===== src/rtl/cube_root_ctrl.sv =====
// cube_root_ctrl: sequencer that drives a digit-serial cube-root datapath and captures the root
module cube_root_ctrl #(
  parameter int ITERS = 11,
  parameter int ROOT_W = 11
) (
  input  logic              clk,
  input  logic              reset,
  input  logic              start,
  input  logic [31:0]       operand,
  input  logic [ROOT_W-1:0] root_in,
  output logic [31:0]       in,
  output logic [32:0]       factor,
  output logic [3:0]        iter,
  output logic              clear,
  output logic              busy,
  output logic              done,
  output logic [ROOT_W-1:0] root
);
  typedef enum logic [1:0] {IDLE, LOAD, RUN, CAPTURE} state_t;
  state_t state, state_n;
  logic [3:0] iter_n;
  logic [32:0] y;
  // next state, next iteration index, datapath controls and trial factor
  always_comb begin
    state_n = state;
    iter_n = 4'd0;
    case (state)
      IDLE: if (start) begin
        state_n = LOAD;
        iter_n = 4'(ITERS - 1);
      end
      LOAD: begin
        state_n = RUN;
        iter_n = 4'(ITERS - 1);
      end
      RUN: begin
        state_n = iter == 4'd0 ? CAPTURE : RUN;
        iter_n = iter == 4'd0 ? 4'd0 : iter - 4'd1;
      end
      default: state_n = IDLE;
    endcase
    clear = state == IDLE || state == LOAD;
    busy = state != IDLE;
    y = {{(33 - ROOT_W){1'b0}}, root_in};
    factor = clear ? 33'd1 : 33'd12 * y * y + 33'd6 * y + 33'd1;
  end
  // state, operand latch, iteration counter and result capture
  always_ff @(posedge clk) begin
    if (reset) begin
      state <= IDLE;
      in <= 32'd0;
      iter <= 4'd0;
      done <= 1'b0;
      root <= '0;
    end else begin
      state <= state_n;
      iter <= iter_n;
      done <= state == CAPTURE;
      if (state == IDLE && start) in <= operand;
      if (state == CAPTURE) root <= root_in;
    end
  end
endmodule


===== config.mk =====
export PLATFORM = sky130hd
export DESIGN_NAME = cube_root_ctrl
export DESIGN_NICKNAME = d
export VERILOG_FILES = /design/src/rtl/cube_root_ctrl.sv
export SDC_FILE = /design/constraint.sdc
export NUM_CORES = 1
export LEC_CHECK = 0
export ABC_AREA = 1
export CAP_MARGIN = 20
export CORE_MARGIN = 1.5
export CORE_UTILIZATION = 32
export CTS_BUF_LIST = sky130_fd_sc_hd__clkbuf_8
export CTS_CLUSTER_SIZE = 16
export DETAILED_ROUTE_END_ITERATION = 12
export SYNTH_ARGS = -nofsm -noshare
export SYNTH_HDL_FRONTEND = slang
export SYNTH_SLANG_ARGS = --single-unit

===== constraint.sdc =====
create_clock -name clk -period 17.7 [get_ports clk]
set_input_delay 4.425 -clock clk [delete_from_list [all_inputs] [get_ports clk]]
set_output_delay 4.425 -clock clk [all_outputs]
set_load 0.01 [all_outputs]

== After elaboration in Yosys (flattened, before gate mapping) ==
Index checks and enable logic that the tools add are counted.

* Register bits: 50
* Output and inout bits: 83
* Word-level logic and storage cells: 27

* Add/subtract/negate cells: 3
* Multipliers: 3
* Equality and inequality tests: 4
* Muxes and demuxes: 7
* Reductions and logical operators: 5

{| class="wikitable"
|+ Operators with widths
! kind !! count
|-
| 27-bit by 1-bit adder with 28-bit output, second input constant || 1
|-
| 28-bit 2-to-1 mux || 1
|-
| 26-bit by 14-bit adder with 27-bit output || 1
|-
| 2-bit by 11-bit multiplier with 13-bit output, first input constant || 2
|-
| 13-bit by 11-bit multiplier with 24-bit output || 1
|-
| 4-bit case mux with 3 select lines || 1
|-
| 4-bit 2-to-1 mux || 2
|-
| 2-bit case mux with 3 select lines || 1
|-
| 2-bit == test, second input constant || 2
|-
| 4-bit logical NOT || 1
|-
| 4-bit by 1-bit subtractor with 4-bit output, second input constant || 1
|-
| 2-bit by 1-bit == test with 1-bit output, second input constant || 1
|-
| 2-bit logical NOT || 1
|-
| 2-bit 2-to-1 mux || 1
|-
| 2-bit != test, second input constant || 1
|-
| 2-bit nonzero test || 1
|-
| 1-bit logical AND || 1
|-
| 1-bit logical OR || 1
|-
| 1-bit 2-to-1 mux || 1
|}

== Logic depth before layout (Yosys ltp) ==
* Word-level depth: 5
* Mapped depth: 39
* Mapped depth without buffers: 38

== Worst setup path after synthesis ==
OpenSTA, ideal clock, no wires.

* Kind: input -> output
* From: input root_in[2]
* To: output factor[19]
* Data arrival time: 10.641 ns
* Slack: 2.634 ns
* Cell stages on the path: 35
* Buffers on the path: 0
* Cells stage by stage: ha_1 nand3_1 nand3_1 a21oi_1 o21ai_0 or2_2 nand2_1 inv_1 nand2_1 fa_1 fa_1 fa_1 inv_1 fa_1 inv_1 fa_1 inv_1 ha_1 nand2_2 inv_1 a21oi_1 nand2_2 xor2_1 ha_1 nand2_1 nor2_1 nand3_1 nand3_1 nand2_1 nand2_1 nand2_2 nor2_4 nand2_1 xor2_1 nor2_1

* Cells in the longest elaborated chain, start to end: 5
* Elaborated cells between the ends (all ways): 6
* Classes of those cells: 2 x add/sub; 3 x mul; 1 x mux

{| class="wikitable"
|+ RTL lines
! what !! RTL line !! RTL
|-
| from (decl) || 10 || <nowiki>input logic [ROOT_W-1:0] root_in,</nowiki>
|-
| 2-bit by 11-bit multiplier with 13-bit output || 45 || <nowiki>factor = clear ? 33'd1 : 33'd12 * y * y + 33'd6 * y + 33'd1;</nowiki>
|-
| 13-bit by 11-bit multiplier with 24-bit output || 45 ||
|-
| 26-bit by 14-bit adder with 27-bit output * || 45 ||
|-
| 27-bit by 1-bit adder with 28-bit output * || 45 ||
|-
| 28-bit 2-to-1 mux * || 45 ||
|-
| to (decl) || 12 || <nowiki>output logic [32:0] factor,</nowiki>
|}

Every way passes the cells marked *; elsewhere a longest branch is shown, timed or not.

== Worst setup path in the final report ==
Same ends and word-level chain as after synthesis.

==> flow_summary.yaml <==
synthesis:
  ys.flop_type: "dfxtp_1"
  syn_inst: 1217
  ys_top_cells_by_area: "fa_1 (24%), nand2_1 (15%), ha_1 (14%)"
  yosysWarningCount: 0
  synth_edf_count: 0
  synth_area_per_cell_um2: 6.861
  synth_cell_types: 38
  synth_area_um2: 8349
  yosysTopAreaCellShare_pct: 23.74
  synth_top_area_cell: "fa_1"
  yosysMostFrequentCell: "nand2_1"
  seq_area_frac_synth_pct: 11.99
  async_flop_share_pct: 0
  synth_commonest_cells: "nand2_1 (332), inv_1 (226), nor2_1 (128), fa_1 (99), ha_1 (92)"
  ys_seq_elements: 50
setup_path:
  cpPeakStageDelay_ns: 0.60
  critPathTopFamily: "adder cells"
  worstSetupEndpointType: "output port"
  crit_path_top_delay_cell: "clkdlybuf4s50_1"
  crit_type: "input pin to output port"
  critPathBufInv: 7
  arrival_ns: 12.72
  critical_path_required_ns: 13.28
  path_max_fanout: 8
  critPathLaunchType: "input pin"
job:
  drv_cap: 0
timing:
  min_period_ns: 17.15
  period_share_pct: 96.89
  tightest_slew_ns: 0.9855
  tns_ns: 0
  relSlewSlack_pct: 34.23
  finalSetupViolations: 0
  rsz0062_at_grt: "false"
  finalHoldViolCount: 0
  fmax_ghz: 0.05831
  fin_skew_ns: 0.005997
  finalMaxSlewViolations: 0
clocking:
  cts_buffer_depth: 2
  cts_tree: "built"
  worstSkewPairLatency_ns: 0.30
  clkSinkCount: 50
  cts_buffers: 5
  clk_pin_slew_worst_paths_ns: 0.09
  root_buffer: "clkbuf_8"
  cts_max_level: 2
routing:
  viasPerCell: 4.586
  wl_um: 22860
  wl_met1_um: 11340
  route.detailed.drc: 0
  wl_per_cell_um: 13.76
  highest_layer: "met4"
  ant_nets: 0
  vias: 7618
  wl_met2_um: 10060
  wl_met3_um: 1238
  drt_iter0_markers: 502
  first_pass_iters: 4
global_routing:
  grt_pass1_wl_um: 37410
  grt_pass1_vias: 7273
  grt_max_degree: 51
  track_usage_pct: 17.21
  antenna_found_initial: 0
  overflow: 0
place:
  dpl.hpwl_um: 19060
  place_area_um2: 9927
  port_buffers: 121
  place.gp.congestion: 0.9086
floorplanning:
  die_x_um: 164.5
  num_io_pins: 129
  rows: 58
  initial_core_util_pct: 32.87
  core-area_um2: 25400
  die_h_um: 164.5
  die-area_um2: 27070
final_layout:
  ff_latch_area_um2: 1001
  diodes: 0
  final_cell_area_um2: 10010
  num-nets-final: 1568
  multi_input_area_um2: 6317
  drive_gt1_share_pct: 5.635
  syn_to_final_growth_pct: 19.95
  nFillCells: 2711
worst_hold_path:
  hold_class: "flop to flop"
status:
  status: "finished clean"
==> path summary, 6_finish.rpt <==
kind                   start    endpoint  slack, ns  cells past startpoint
setup / recovery  root_in[2]  factor[19]       0.55                     37
hold / removal        in[12]      in[12]       0.47                      2
setup reg to reg    state[0]     iter[1]      15.36                      8
hold reg to reg       in[12]      in[12]       0.47                      2
==> sequential cells by signal, summed over array words and instances (netlist names) <==
register / count
state: 2
in: 32
done: 1
iter: 4
root: 11
==> through the flow <==
step | worst slack, ns | std cells | hold slack (ns) | util [%]
2_1_floorplan | 2.634 | 1222 | 0.4829 | -
3_3_place_gp | 0.4060 | 1654 | 0.4516 | 39.08
3_5_place_dp | 0.4469 | 1654 | 0.4506 | 39.08
4_1_cts | 0.3984 | 1661 | 0.4641 | 39.41
5_1_grt | 0.08479 | 1661 | 0.4844 | 39.43
6_report | 0.5508 | 1661 | 0.4673 | 39.43
==> placed cells by master (no fill, tap or decap), drive strengths merged, types with 5 or more instances in the layout <==
| cell type | count |
|---|---|
| a211oi | 11 |
| a21oi | 79 |
| buf | 13 |
| clkbuf | 5 |
| clkdlybuf4s50 | 120 |
| clkinv | 6 |
| conb | 7 |
| dfxtp | 50 |
| fa | 99 |
| ha | 92 |
| inv | 237 |
| nand2 | 354 |
| nand3 | 49 |
| nor2 | 138 |
| nor3 | 9 |
| o21ai | 22 |
| xor2 | 12 |
==> kinds of logic after synthesis <==
group                      Yosys count  share of synthesized area, %
DFF                                 50                         11.99
adders and majority gates          191                         37.52
AOI/OAI and AO/OA                  124                         8.182
other                                2                       0.08995
xor gates and xnor gates            16                         1.678
and+or+nand+nor                    562                         27.90
buffers and inverters              272                         12.63
==> per-layer routing <==
metal	global-route usage (%)	vias up
met4	2.252	0
li1	-	3914
met5	0	-
met2	27.75	200
met3	1.783	14
met1	25.32	3490
==> area by class of cell <==
type	instances	share of cell area [%]
Inverter	241	9.033
Clock buffer	5	0.6872
Tap cell	330	4.123
Timing Repair Buffer	133	12.94
Multi-Input combinational cell	900	63.08
Clock inverter	2	0.1374
Sequential cell	50	9.995
==> worst min-delay path, cell delays in order, from the launching register on <==
cell     delay (ns)
dfxtp_1        0.31
nand2_1        0.06
a21oi_1        0.06
==> what timing repair did <==
action	4_1_cts	5_1_grt
setup buffers	0	0
hold buffers	0	0
gates resized for setup	0	2
endpoints found under the setup margin	0	5
Power is left out: the tool's default activity adds up to more than one toggle a clock period on the data nets, which glitch-free logic cannot reach.
